$ cat config.mk
export PLATFORM = sky130hd
export DESIGN_NAME = pc_fetch_sequencer
export DESIGN_NICKNAME = d
export VERILOG_FILES = /design/src/rtl/pc_seq_pkg.sv /design/src/rtl/branch_target_adder.sv /design/src/rtl/pc_fetch_sequencer.sv
export SDC_FILE = /design/constraint.sdc
export NUM_CORES = 1
export LEC_CHECK = 0
export CORE_UTILIZATION = 49
export CTS_CLUSTER_SIZE = 30
export DETAILED_ROUTE_END_ITERATION = 10
export PLACE_DENSITY_LB_ADDON = 0.3
export SLEW_MARGIN = 15
export SYNTH_ARGS = -nofsm -noshare
export SYNTH_HDL_FRONTEND = slang
export SYNTH_HIERARCHICAL = 1
export SYNTH_SLANG_ARGS = --single-unit
$ cat constraint.sdc
create_clock -name clk -period 8.5 [get_ports clk]
set_input_delay 2.125 -clock clk [delete_from_list [all_inputs] [get_ports clk]]
set_output_delay 2.125 -clock clk [all_outputs]
set_load 0.005 [all_outputs]
$ cat src/rtl/pc_seq_pkg.sv
`default_nettype none
// +----------------------------------------------------------------------------+
// | Module   : pc_seq_pkg                                                      |
// | Purpose  : Shared state encoding and default constants for the PC fetch    |
// |            sequencer and its helpers.                                      |
// | Revision : 1.0                                                             |
// +----------------------------------------------------------------------------+
package pc_seq_pkg;

    localparam int unsigned       DEFAULT_WIDTH    = 32;
    localparam logic [31:0]       DEFAULT_RESET_PC = 32'h0000_0000;

    typedef enum logic [1:0] {
        ST_BOOT   = 2'd0,
        ST_REQ    = 2'd1,
        ST_EXEC   = 2'd2,
        ST_HALTED = 2'd3
    } seq_state_e;

endpackage : pc_seq_pkg
`default_nettype wire

$ cat src/rtl/branch_target_adder.sv
`default_nettype none
// +----------------------------------------------------------------------------+
// | Module   : branch_target_adder                                             |
// | Purpose  : PC-relative branch target, pc_plus1 + sign_imm, modulo 2^WIDTH. |
// | Revision : 1.0                                                             |
// +----------------------------------------------------------------------------+
module branch_target_adder
    import pc_seq_pkg::*;
#(
    parameter int unsigned WIDTH = DEFAULT_WIDTH
) (
    input  logic [WIDTH-1:0] pc_plus1,
    input  logic [WIDTH-1:0] sign_imm,
    output logic [WIDTH-1:0] pc_branch
);

    // Offset is two's complement, so a plain wrapping add handles negatives.
    assign pc_branch = pc_plus1 + sign_imm;

endmodule : branch_target_adder
`default_nettype wire

$ cat src/rtl/pc_fetch_sequencer.sv
`default_nettype none
// +----------------------------------------------------------------------------+
// | Module   : pc_fetch_sequencer                                              |
// | Purpose  : Owns the PC, selects the next PC and runs the instruction       |
// |            memory req/ack handshake ahead of decode.                       |
// | Revision : 1.0                                                             |
// +----------------------------------------------------------------------------+
module pc_fetch_sequencer
    import pc_seq_pkg::*;
#(
    parameter int unsigned      WIDTH    = DEFAULT_WIDTH,
    parameter logic [WIDTH-1:0] RESET_PC = WIDTH'(DEFAULT_RESET_PC)
) (
    input  logic             clk,
    input  logic             reset_n,
    output logic             imem_req,
    output logic [WIDTH-1:0] imem_addr,
    input  logic             imem_ack,
    output logic             instr_valid,
    input  logic             stall,
    input  logic             branch_taken,
    input  logic [WIDTH-1:0] sign_imm,
    input  logic             jump,
    input  logic [WIDTH-1:0] jump_target,
    input  logic             halt,
    output logic [WIDTH-1:0] pc,
    output logic [WIDTH-1:0] pc_plus1,
    output logic [WIDTH-1:0] pc_branch,
    output logic             halted
);

    seq_state_e       state_q;
    seq_state_e       state_d;
    logic [WIDTH-1:0] pc_q;
    logic [WIDTH-1:0] pc_d;
    logic [WIDTH-1:0] next_pc;

    assign pc        = pc_q;
    assign imem_addr = pc_q;
    assign pc_plus1  = pc_q + WIDTH'(1);

    branch_target_adder #(
        .WIDTH (WIDTH)
    ) u_branch_target_adder (
        .pc_plus1  (pc_plus1),
        .sign_imm  (sign_imm),
        .pc_branch (pc_branch)
    );

    // Jump outranks branch when both are raised in the same cycle.
    always_comb begin
        next_pc = pc_plus1;
        if (jump) begin
            next_pc = jump_target;
        end else if (branch_taken) begin
            next_pc = pc_branch;
        end
    end

    always_ff @(posedge clk or negedge reset_n) begin
        if (!reset_n) begin
            state_q <= ST_BOOT;
            pc_q    <= RESET_PC;
        end else begin
            state_q <= state_d;
            pc_q    <= pc_d;
        end
    end

    // Outputs decode straight from state_q so reset removes imem_req at once.
    always_comb begin
        state_d     = state_q;
        pc_d        = pc_q;
        imem_req    = 1'b0;
        instr_valid = 1'b0;
        halted      = 1'b0;
        case (state_q)
            ST_BOOT: begin
                state_d = ST_REQ;
            end
            ST_REQ: begin
                imem_req = 1'b1;
                if (imem_ack) begin
                    state_d = ST_EXEC;
                end
            end
            ST_EXEC: begin
                instr_valid = 1'b1;
                if (!stall) begin
                    pc_d    = next_pc;
                    state_d = halt ? ST_HALTED : ST_REQ;
                end
            end
            ST_HALTED: begin
                halted = 1'b1;
            end
            default: begin
                state_d = ST_BOOT;
            end
        endcase
    end

endmodule : pc_fetch_sequencer
`default_nettype wire

Yosys cells after proc, flatten, opt, wreduce, memory -nomap -nowiden
Cells that the tools add are included.
{ "totals": {"ff_bits": 34, "inputBits": 71, "word_cells": 23} }
{ "op_classes": {"bitwise": 1, "n_eq_ne": 5, "mux": 9, "add_sub_neg": 2, "reduce_logical": 4} }
{ "op_table": {"columns": ["operator", "count"], "rows": [
  ["32-bit two-way mux", 2],
  ["32-bit by 1-bit adder with 32-bit output (second input constant)", 1],
  ["32-bit adder", 1],
  ["2-bit two-way mux", 3],
  ["2-bit one-hot mux with 3 select lines", 1],
  ["2-bit == test (second input constant)", 2],
  ["2-bit != test (second input constant)", 2],
  ["1-bit two-way mux", 3],
  ["3-bit AND reduction", 1],
  ["3-bit nonzero test", 1],
  ["2-bit by 1-bit == test with 1-bit output (second input constant)", 1],
  ["2-bit zero test", 1],
  ["2-bit AND reduction", 1],
  ["1-bit inverter", 1]
]} }

Longest topological paths before layout
{ "depth": {"ltp_word": 4, "mapped_depth": 18, "depth_no_buf": 16} }

By module
Netlist, hierarchy kept.
{ "by_module_without_submodules": {"columns": ["module", "cells_per_inst", "seq_area_each_um2", "n_inst", "area_per_inst_um2"], "rows": [
  ["pc_fetch_sequencer", 397, 850.8, 1, 3120.5],
  ["branch_target_adder", 275, 0.0, 1, 2045.7]
]} }

Worst setup path after synthesis
Ideal clock, no wire load.
{ "synth_path": {"path_type": "input-to-output", "start": "in sign_imm[0]", "end": "out pc_branch[26]", "path_buffers": 0, "arrival_ns": 4.154, "path_slack_ns": 2.221, "required_ns": 6.375, "path_stages": 8, "path_cell_list": "ha_1 > fa_1 > a21o_1 > a311oi_1 > or4_4 > a2111oi_4 > or4_1 > nand3_1"} }
{ "synth_between": {"elab_chain_len": 1} }
{ "synth_lines": {"columns": ["element", "line", "text"], "rows": [
  ["start, declared", "pc_fetch_sequencer.sv:22", "input logic [WIDTH-1:0] sign_imm,"],
  ["32-bit adder", "branch_target_adder.sv:18", "assign pc_branch = pc_plus1 + sign_imm;"],
  ["end, declared", "pc_fetch_sequencer.sv:28", "output logic [WIDTH-1:0] pc_branch,"]
]} }
Every way passes these cells.

Worst setup path in the final report
{ "layout_path": {"start": "reg pc_q[0] (netlist: imem_addr[0])", "end": "out pc_branch[27]"} }
{ "layout_between": {"elab_chain_len": 2} }
{ "layout_lines": {"columns": ["element", "line", "text"], "rows": [
  ["start, declared", "pc_fetch_sequencer.sv:34", "logic [WIDTH-1:0] pc_q;"],
  ["start signal, assigned", "pc_fetch_sequencer.sv:66", "pc_q <= pc_d;"],
  ["32-bit by 1-bit adder with 32-bit output", "pc_fetch_sequencer.sv:40", "assign pc_plus1 = pc_q + WIDTH'(1);"],
  ["32-bit adder", "branch_target_adder.sv:18", null]
]} }
Every way passes these cells.

==> metrics.cfg <==
[power]
pwr-share-comb_pct = 80.7
total_power_mw = 3.02
switching_power_mw = 1.42
pwr-share-seq_pct = 14.1
power_density_mw_per_mm2 = 429
clockPowerShare_pct = 5.2
vdd_drop_max_mv = 0.231
intPower_mw = 1.60
swShare_pct = 47.1
cellLeakagePower_nw = 2.81

[global_routing]
grt_max_degree = 54
globalRouteTotalUtil_pct = 34.6
grt_pass1_wl_mm = 30.3
grt_pass1_vias = 5619
antenna_found_initial = 0
grt_overflow = 0

[critical_path]
critPathBufInv = 1
cp.arrival_ns = 5.78
crit_start = imem_addr[0]$_DFFE_PN0P_
r2r_cells = 16
slowest_stage = a311oi_1
crit_chain = ha_1 > nand3_1 > nor4_2 > nand3_1 > xnor2_1 > ha_1 > a21oi_1 > nor2b_1 > o21ai_0 > o211ai_1 > or2_1 > a311oi_1 > clkdlybuf4s50_1
crit_cells = 13
reg2reg_to = imem_addr[27]$_DFFE_PN0P_
crit_required_ns = 6.38
cpLargestDelayFamily = simple AND/OR/NAND/NOR gates
endpoint = pc_branch[27]
critPathKind = reg -> out
end_kind = output pin
max_stage_delay_ns = 0.84
start_kind = register
r2r_start = imem_addr[0]$_DFFE_PN0P_
rrSetupSlack_ns = 3.01
worst-path-max-fanout = 10

[sta]
setup_violations = 0
finalCritPeriodShare_pct = 93.0
rsz0062_at_grt = no
worst_pin_slew_ns = 1.21
fin_tns_setup_ns = 0
min_period_ns = 7.90
fmax_ghz = 0.127
relSlewSlack_pct = 18.9
maxSlewViolCount = 0
hold_viol = 0
fin_skew_ns = 0.00463

[synth]
yosys.area.top_type = dfrtp_1
syn-cell-area_mm2 = 0.00517
ys_seq_area_share_pct = 16.5
yosysWarnings = 6
syn_nets = 781
synth_seq_cells = 34
synth_common_cells = nand2_1 (57), a21oi_1 (51), nor2_1 (38)
synth_ff_type = dfrtp_1
synth_cell_types = 81
synth.most_common_cell = nand2_1
synth_area_per_cell_um2 = 7.69
synth-edff-count = 0
yosys-top-cells-area = dfrtp_1 (16%), ha_1 (9.0%), a21oi_1 (4.9%), buf_4 (4.9%), xnor2_1 (4.9%)
yosysTopAreaCellShare_pct = 16.5
postSynth.asyncResetShare_pct = 100
synthesis.instances = 672

[detailed_routing]
drt_iter0_drc = 535
routed_via_density = 6.42
vias = 6065
wl_per_cell_um = 20.5
wl_mm = 19.4
antenna_left = 0
firstDrtPassIters = 5
drcViolationCount = 0

[cells_and_area]
final_area_mm2 = 0.00703
post_layout_nonfiller_instances = 945
final-seq-area_um2 = 851
diodes = 0
n_fill_cell = 905
layout.nets = 918
drive_gt1_share_pct = 5.19
multiInputGateArea_mm2 = 0.00376
area_growth_pct = 36.2

[cts]
htree_levels = 2
cts_buffer_depth = 2
cts_tree = yes
ctsResizeCount = 0
clkTransAtPathRegs_ns = 0.07
clk_latency_ns = 0.29
cts_setup_buffers = 0
ctsHoldBuffers = 0
cts_root_buf = clkbuf_8
cts_buffers = 5
clock-sinks = 34

[floorplanning]
initial_utilization_pct = 50.3
die_area_mm2 = 0.0110
die_h_um = 105
fp.dieW_um = 105
ioPinCount = 202
core_mm2 = 0.0103
rows = 37

[hold_path]
hold_path.class = reg -> reg

[job]
maxCapViolCount = 0

[place]
port_buffers = 201
dp_hpwl_mm = 15.1
dp_cells = 938
placement.cell_area_mm2 = 0.00692
gp_congestion = 0.981

[status]
outcome = finished clean

logic make-up (layout without fill, tap and decap cells):
kind of cell    after synthesis  in the layout  synth area share (%)
fa+ha+maj                    38             38                  9.35
xor+xnor                     50             50                  8.48
simple gates                219            219                  22.6
buf+inv                     102            239                  10.7
mux                          11             11                  2.16
compound gates              218            218                  30.2
flops                        34             34                  16.5
cell usage in the layout, fill, tap and decap left out, types with 5 or more instances in the layout:
master / instances
clkdlybuf4s50_1: 199
nand2_1: 57
a21oi_1: 51
nor2_1: 38
ha_1: 37
dfrtp_1: 34
o21ai_0: 30
xnor2_1: 29
inv_1: 26
nand3_1: 25
xor2_1: 21
a21o_1: 16
nor4_1: 14
a22oi_1: 14
nor3_1: 13
nand4_1: 11
nand2b_1: 10
mux2i_1: 10
o211ai_1: 10
a311o_1: 9
o21a_1: 8
nor2b_1: 8
and4_1: 7
or4_1: 6
a211o_1: 6
o31ai_1: 6
clkbuf_8: 6
a211oi_1: 6
and3_1: 5
a31o_2: 5
a221oi_1: 5
o311ai_0: 5
a22o_1: 5
buf_4: 5
per-layer routing:
metal  up-vias  wire length (um)  track usage [%]
met4         0               459             9.46
met3        39              1880             6.49
met1      2910              8120             47.3
met2       365              8920             55.6
li1       2751                 -                -
met5         -                 0                0
worst reg2reg max path, delay by kind of cell (launching register included):
kind,cells,cell delay (ns)
simple gates,6,1.94
xor+xnor,1,0.46
fa+ha+maj,2,0.63
mux,1,0.14
flops,1,0.46
compound gates,6,1.80
power by group through the flow:
stage	Sequential [mW]	Clock (mW)	Combinational [mW]
floorplan	0.357	0	1.38
global placement	0.411	0	2.34
detailed placement	0.423	0	2.39
CTS	0.420	0.157	2.41
global route	0.443	0.166	2.62
finish	0.426	0.156	2.44
metrics by stage:
step	utilization (%)	hold WS, ns	worst slack (ns)
4_1_cts	68.4	0.607	0.784
2_1_floorplan	-	0.555	2.22
5_1_grt	68.4	0.678	0.307
3_5_place_dp	67.3	0.592	0.824
6_report	68.4	0.618	0.597
3_3_place_gp	67.3	0.569	0.864
area by class of cell:
| class | instances | share of cell area, % |
|---|---|---|
| flip-flops and latches | 34 | 12.1 |
| well taps | 136 | 2.42 |
| repair buffers | 206 | 29.0 |
| clock inverters | 1 | 0.427 |
| clock buffers | 6 | 1.17 |
| multi-input cells | 536 | 53.5 |
| inverters | 26 | 1.39 |
worst min path at each step:
stage	slack, ns	from	cells after the start	endpoint
detailed placement	0.59	imem_addr[1]$_DFFE_PN0P_	2	imem_addr[1]$_DFFE_PN0P_
CTS	0.61	imem_addr[1]$_DFFE_PN0P_	2	imem_addr[1]$_DFFE_PN0P_
global route	0.68	imem_addr[1]$_DFFE_PN0P_	2	imem_addr[1]$_DFFE_PN0P_
floorplan	0.56	imem_addr[1]$_DFFE_PN0P_	2	imem_addr[1]$_DFFE_PN0P_
finish	0.62	imem_addr[1]$_DFFE_PN0P_	2	imem_addr[1]$_DFFE_PN0P_
global placement	0.57	imem_addr[1]$_DFFE_PN0P_	2	imem_addr[1]$_DFFE_PN0P_
registers in the layout, indices dropped and copies added, names as in the netlist:
register,cells
imem_addr,32
state_q,2
(Power assumes the default switching activity.)
